[src/rtl/palette_stage.sv]
// Palette lookup stage: converts colour indices into {R,G,B} entries through
// banked palette RAM. A default greyscale ramp is loaded after reset, and the
// video path is a two-stage pipeline that advances on the pixel clock enable.
module palette_stage #(
    parameter int unsigned IDX_W = 4,
    parameter int unsigned CH_W  = 6,
    parameter int unsigned BANKS = 2,
    localparam int unsigned BK_W  = (BANKS > 1) ? $clog2(BANKS) : 1,
    localparam int unsigned ENT_W = 3 * CH_W
) (
    input  logic             i_clk,
    input  logic             i_rst,
    input  logic             i_ce_pix,
    input  logic             i_pixel,
    input  logic [IDX_W-1:0] i_color,
    input  logic             i_hsync,
    input  logic             i_vsync,
    input  logic             i_mono,
    input  logic [BK_W-1:0]  i_bank_sel,
    input  logic             i_wr_valid,
    output logic             o_wr_ready,
    input  logic [BK_W-1:0]  i_wr_bank,
    input  logic [IDX_W-1:0] i_wr_addr,
    input  logic [ENT_W-1:0] i_wr_data,
    output logic [ENT_W-1:0] o_rgb,
    output logic             o_hsync,
    output logic             o_vsync,
    output logic             o_init_done
);

    localparam int unsigned DEPTH = 1 << IDX_W;
    localparam int unsigned CNT_W = BK_W + IDX_W;
    localparam logic [CNT_W-1:0] INIT_LAST = CNT_W'(BANKS * DEPTH - 1);

    typedef enum logic {StInit, StRun} state_e;

    state_e             r_state;
    logic [CNT_W-1:0]   r_init_cnt;

    logic [ENT_W-1:0]   r_pal [BANKS][DEPTH];

    logic [BK_W-1:0]    r_bank;
    logic [IDX_W-1:0]   r_s1_color;
    logic               r_s1_pixel;
    logic               r_s1_hsync;
    logic               r_s1_vsync;
    logic [ENT_W-1:0]   r_rgb;
    logic               r_hsync;
    logic               r_vsync;

    logic [BK_W-1:0]    w_init_bank;
    logic [IDX_W-1:0]   w_init_addr;
    logic [CH_W-1:0]    w_def_chan;
    logic               w_we;
    logic [BK_W-1:0]    w_we_bank;
    logic [IDX_W-1:0]   w_we_addr;
    logic [ENT_W-1:0]   w_we_data;
    logic [ENT_W-1:0]   w_rd_entry;
    logic [CH_W-1:0]    w_rd_g;
    logic [ENT_W-1:0]   w_rgb_next;

    // The init counter walks bank-major: upper bits select the bank, lower bits the address.
    assign w_init_bank = r_init_cnt[CNT_W-1:IDX_W];
    assign w_init_addr = r_init_cnt[IDX_W-1:0];

    // Default channel value: index left-aligned in the channel, or truncated to its MSBs.
    if (CH_W >= IDX_W) begin : g_def_wide
        assign w_def_chan = CH_W'(w_init_addr) << (CH_W - IDX_W);
    end else begin : g_def_narrow
        assign w_def_chan = w_init_addr[IDX_W-1 -: CH_W];
    end

    // Init/run sequencer: one default entry per clock, then run forever.
    always_ff @(posedge i_clk or posedge i_rst) begin
        if (i_rst) begin
            r_state    <= StInit;
            r_init_cnt <= '0;
        end else begin
            unique case (r_state)
                StInit: begin
                    if (r_init_cnt == INIT_LAST) begin
                        r_state <= StRun;
                    end else begin
                        r_init_cnt <= r_init_cnt + 1'b1;
                    end
                end
                StRun: begin
                    r_state <= StRun;
                end
                default: begin
                    r_state <= StInit;
                end
            endcase
        end
    end

    assign o_wr_ready  = (r_state == StRun);
    assign o_init_done = (r_state == StRun);

    // Single palette write port: default loader during init, host writes during run.
    always_comb begin
        w_we      = 1'b0;
        w_we_bank = w_init_bank;
        w_we_addr = w_init_addr;
        w_we_data = {3{w_def_chan}};
        if (r_state == StInit) begin
            w_we = 1'b1;
        end else if (i_wr_valid && (32'(i_wr_bank) < BANKS)) begin
            // Out-of-range banks are still handshaken but never written.
            w_we      = 1'b1;
            w_we_bank = i_wr_bank;
            w_we_addr = i_wr_addr;
            w_we_data = i_wr_data;
        end
    end

    // Palette storage; no reset since init rewrites every entry.
    always_ff @(posedge i_clk) begin
        if (w_we) begin
            r_pal[w_we_bank][w_we_addr] <= w_we_data;
        end
    end

    // Nonblocking write plus this read gives read-first behaviour on collisions.
    assign w_rd_entry = r_pal[r_bank][r_s1_color];
    assign w_rd_g     = w_rd_entry[2*CH_W-1:CH_W];

    // Stage-2 colour: black while initialising or outside active display.
    always_comb begin
        w_rgb_next = '0;
        if ((r_state == StRun) && r_s1_pixel) begin
            w_rgb_next = i_mono ? {3{w_rd_g}} : w_rd_entry;
        end
    end

    // Two-stage video pipeline and vsync-synchronised bank switch.
    always_ff @(posedge i_clk or posedge i_rst) begin
        if (i_rst) begin
            r_bank     <= '0;
            r_s1_color <= '0;
            r_s1_pixel <= 1'b0;
            r_s1_hsync <= 1'b0;
            r_s1_vsync <= 1'b0;
            r_rgb      <= '0;
            r_hsync    <= 1'b0;
            r_vsync    <= 1'b0;
        end else if (i_ce_pix) begin
            r_s1_color <= i_color;
            r_s1_pixel <= i_pixel;
            r_s1_hsync <= i_hsync;
            r_s1_vsync <= i_vsync;
            // r_s1_vsync holds the previous strobe's vsync, so this is the rising edge.
            if (i_vsync && !r_s1_vsync && (32'(i_bank_sel) < BANKS)) begin
                r_bank <= i_bank_sel;
            end
            r_rgb   <= w_rgb_next;
            r_hsync <= r_s1_hsync;
            r_vsync <= r_s1_vsync;
        end
    end

    assign o_rgb   = r_rgb;
    assign o_hsync = r_hsync;
    assign o_vsync = r_vsync;

endmodule

[config.mk]
export PLATFORM = sky130hd
export DESIGN_NAME = palette_stage
export DESIGN_NICKNAME = d
export VERILOG_FILES = /design/src/rtl/palette_stage.sv
export SDC_FILE = /design/constraint.sdc
export NUM_CORES = 1
export LEC_CHECK = 0
export BUFFER_PORTS_ARGS = -buffer_cell sky130_fd_sc_hd__buf_4
export CORE_ASPECT_RATIO = 1.5
export CORE_MARGIN = 2
export CORE_UTILIZATION = 25
export DETAILED_ROUTE_END_ITERATION = 12
export SETUP_SLACK_MARGIN = 0.15
export SLEW_MARGIN = 25
export SYNTH_ARGS = -nofsm -noshare
export SYNTH_HDL_FRONTEND = slang
export SYNTH_SLANG_ARGS = --single-unit
[constraint.sdc]
create_clock -name i_clk -period 4.2 [get_ports i_clk]
set_input_delay 0.21 -clock i_clk [delete_from_list [all_inputs] [get_ports i_clk]]
set_output_delay 0.21 -clock i_clk [all_outputs]
set_load 0.02 [all_outputs]
==> flow_summary.json <==
{
  "cts-root-buf": "clkbuf_16",
  "ys_ff_latch": 610,
  "startpoint": "o_init_done",
  "switching_share_pct": 23.6,
  "wl_met1_microns": 26400,
  "cts_sinks": 610,
  "fin_skew_ns": 0.0112,
  "fin_crit_sh_pct": 76.7,
  "chipHeight_microns": 384,
  "yosys.area_share.adder_pct": 0.104,
  "p_leak_nw": 9.53,
  "yosys.cell_types.count": 39,
  "worstRegToRegCells": 4,
  "grtUsageTotal_pct": 12.4,
  "num_vias": 12100,
  "remaining_drc_errors": 0,
  "status": "completed",
  "syn-cell-area_sq_um": 24000,
  "cts_made_buffers": 59,
  "synth_top_family_by_area": "multiplexers",
  "syn-num-nets": 1253,
  "die_x_microns": 257,
  "ant_nets": 0,
  "dr_wl_met2_microns": 30200,
  "synth-compound-area-share_pct": 3.44,
  "grt_setup_unrepaired": "false",
  "post-route-cell-area_sq_um": 28400,
  "cp-endpoint": "r_pal[0][204]",
  "dpl.hpwl_microns": 39100,
  "placed_cell_area_sq_um": 26300,
  "initial_core_util_pct": 25.2,
  "post-route-min-period_ns": 3.22,
  "syn_inst": 1215,
  "port-buffer-count": 57,
  "gp_congestion": 0.851,
  "cts_tree": "yes",
  "fin_nets": 1376,
  "hold_path.class": "input port to flop",
  "p_per_area_nw_per_um2": 490,
  "r2r_end": "r_pal[0][204]",
  "grt_pass1_wl_microns": 88900,
  "cts.path.max_buffers": 3,
  "synthMuxAreaShare_pct": 15.6,
  "tns_ns": 0,
  "max_cap_violations": 0,
  "drt_first_pass_iters": 7,
  "area_growth_pct": 18.2,
  "vias_per_cell": 4.54,
  "clock_latency_ns": 0.62,
  "seqPwrFrac_pct": 49.5,
  "endpoint_kind": "flop",
  "power.switching_mw": 3.29,
  "antenna_found_initial": 4,
  "critical_path_class": "flop to flop",
  "dr.first_iter.drc_count": 1135,
  "finalMaxSlewViolations": 0,
  "htree_levels": 2,
  "cts.clk_slew.worst_paths_ns": 0.06,
  "grt_pass1_vias": 12300,
  "grt.overflow.total": 0,
  "max_slew_margin_pct": 25.5,
  "share_clk_of_total_power_pct": 39.7,
  "dr_wl_met3_microns": 3750,
  "setup_violations": 0,
  "drive_gt1_share_pct": 27.8,
  "wl_per_cell_microns": 23.5,
  "regToRegSetupSlack_ns": 0.98,
  "hold_viol_final": 0,
  "finalNonFillerCells": 2655,
  "synth_area_per_cell_sq_um": 19.8,
  "comb_power_share_pct": 10.8,
  "synthSimpleGateAreaFrac_pct": 3.14,
  "ir_worst_vdd_mv": 0.258,
  "crit_required_ns": 4.43,
  "grt_max_degree": 65,
  "critical_path.max_fanout": 20,
  "cp.arrival_ns": 3.46,
  "synth_xor_xnor_area_share_pct": 0.109,
  "cts_resized": 0,
  "diodes": 0,
  "rr_startpoint": "o_init_done",
  "core_sq_um": 95500,
  "p_int_mw": 10.6,
  "fmax_mhz": 310,
  "route.top_layer_used": "met5",
  "drt_wl_total_microns": 62400,
  "placed_cells": 2536,
  "tightest_slew_ns": 1.11,
  "dieArea_sq_um": 98700,
  "seq_area_frac_synth_pct": 75.5,
  "yosys_warnings": 0,
  "io_pins": 58,
  "startpoint_type": "flop",
  "rows": 139,
  "power_mw": 13.9
}
## cell families after synthesis
logic type	Yosys count
buf+inv	88
mux	250
fa+ha+maj	2
compound gates	107
xor+xnor	3
simple gates	155
flops	610
## final cells by class
class | count | area (sq um)
clock buffer | 75 | 1590
inverter | 20 | 75.1
clock inverter | 34 | 425
fill | 9236 | 67100
tap | 1269 | 1590
timing repair buffer | 130 | 1060
multi-input combinational | 517 | 5520
sequential | 610 | 18200
## flip-flops by register name (all words and copies together), names as in the netlist
name	flops
o_hsync	1
o_init_done	1
o_rgb	18
o_vsync	1
r_bank	1
r_init_cnt	5
r_pal	576
r_s1_color	4
r_s1_hsync	1
r_s1_pixel	1
r_s1_vsync	1
## repair_timing
item,in CTS,in global routing
hold endpoints to repair,42,0
hold buffers,10,0
buffers inserted,0,0
## layout by cell type, fill, tap and decap left out, drive strengths merged
master / instances
and2: 3
xnor2: 2
o31ai: 1
ha: 2
nor2b: 6
mux2i: 139
a2bb2oi: 3
o22ai: 6
a41oi: 1
dfrtp: 34
nand2b: 2
and3: 7
a21oi: 25
mux4: 99
bufinv: 10
nor3: 1
mux2: 12
inv: 24
or2: 1
nor2: 37
edfxtp: 576
buf: 120
nor3b: 2
nand3: 6
clkinv: 20
dlygate4sd3: 10
xor2: 1
or4: 6
o221ai: 12
clkbuf: 75
a31oi: 2
nand3b: 5
nand4: 11
a22oi: 57
or3: 1
nand2: 67
## power groups by stage
stage | Combinational [mW] | Sequential, mW | Clock [mW]
after floorplan | 0.974 | 6.94 | 0
after global placement | 1.48 | 7.03 | 0
after detailed placement | 1.50 | 7.03 | 0
after CTS | 1.52 | 6.90 | 5.63
after global routing | 1.58 | 6.91 | 5.84
final | 1.50 | 6.90 | 5.53
## per-stage QoR
| stage | setup slack (ns) | utilization [%] | hold WS (ns) |
|---|---|---|---|
| finish | 0.977 | 29.8 | 0.184 |
| global route | 0.779 | 29.8 | 0.191 |
| CTS | 1.03 | 29.7 | 0.136 |
| detailed placement | 1.03 | 27.5 | 0.395 |
| global placement | 1.12 | 27.5 | 0.388 |
| floorplan | 1.42 | - | 0.352 |
## how the worst min path moves through the flow
stage	cells after the start	startpoint	slack, ns	to
after floorplan	1	i_rst	0.35	o_hsync
after global placement	3	i_rst	0.39	o_hsync
after detailed placement	3	i_rst	0.40	r_s1_hsync
after CTS	4	i_ce_pix	0.14	o_rgb[9]
after global routing	4	i_ce_pix	0.19	o_rgb[11]
final	4	i_ce_pix	0.18	o_rgb[9]
## synthesized netlist by cell type (all sizes together)
| library cell | number | share of area, % |
|---|---|---|
| or3 | 1 | 0.026 |
| xor2 | 1 | 0.036 |
| o22ai | 6 | 0.16 |
| mux2 | 12 | 0.56 |
| mux4 | 99 | 9.3 |
| edfxtp | 576 | 72 |
| inv | 20 | 0.31 |
| nand2 | 67 | 1.0 |
| nand2b | 2 | 0.052 |
| or4 | 6 | 0.28 |
| and2 | 3 | 0.078 |
| a2bb2oi | 3 | 0.11 |
| nor3 | 1 | 0.021 |
| and3 | 7 | 0.18 |
| mux2i | 139 | 5.8 |
| nand3b | 5 | 0.16 |
| ha | 2 | 0.10 |
| xnor2 | 2 | 0.073 |
| buf | 50 | 1.5 |
| o31ai | 1 | 0.031 |
| a22oi | 57 | 1.8 |
| nand4 | 11 | 0.29 |
| nor3b | 2 | 0.062 |
| clkbuf | 18 | 0.30 |
| nor2 | 37 | 0.58 |
| nor2b | 6 | 0.16 |
| dfrtp | 34 | 3.5 |
| nand3 | 6 | 0.19 |
| a31oi | 2 | 0.052 |
| o221ai | 12 | 0.75 |
| a41oi | 1 | 0.036 |
| or2 | 1 | 0.026 |
| a21oi | 25 | 0.52 |
## critical path: stages, from the launching register on
cell and delay (ns):
dfrtp_1 0.72, and2_1 0.59, mux2i_1 0.41, nand2_1 0.24, nor2_2 0.86
## per-layer routing
layer,vias to the layer above,track usage [%]
li1,5183,-
met3,82,2.53
met2,415,20.5
met4,2,4.62
met5,-,0
met1,6382,16.1
Note: power is estimated with default switching activity, not from simulation.
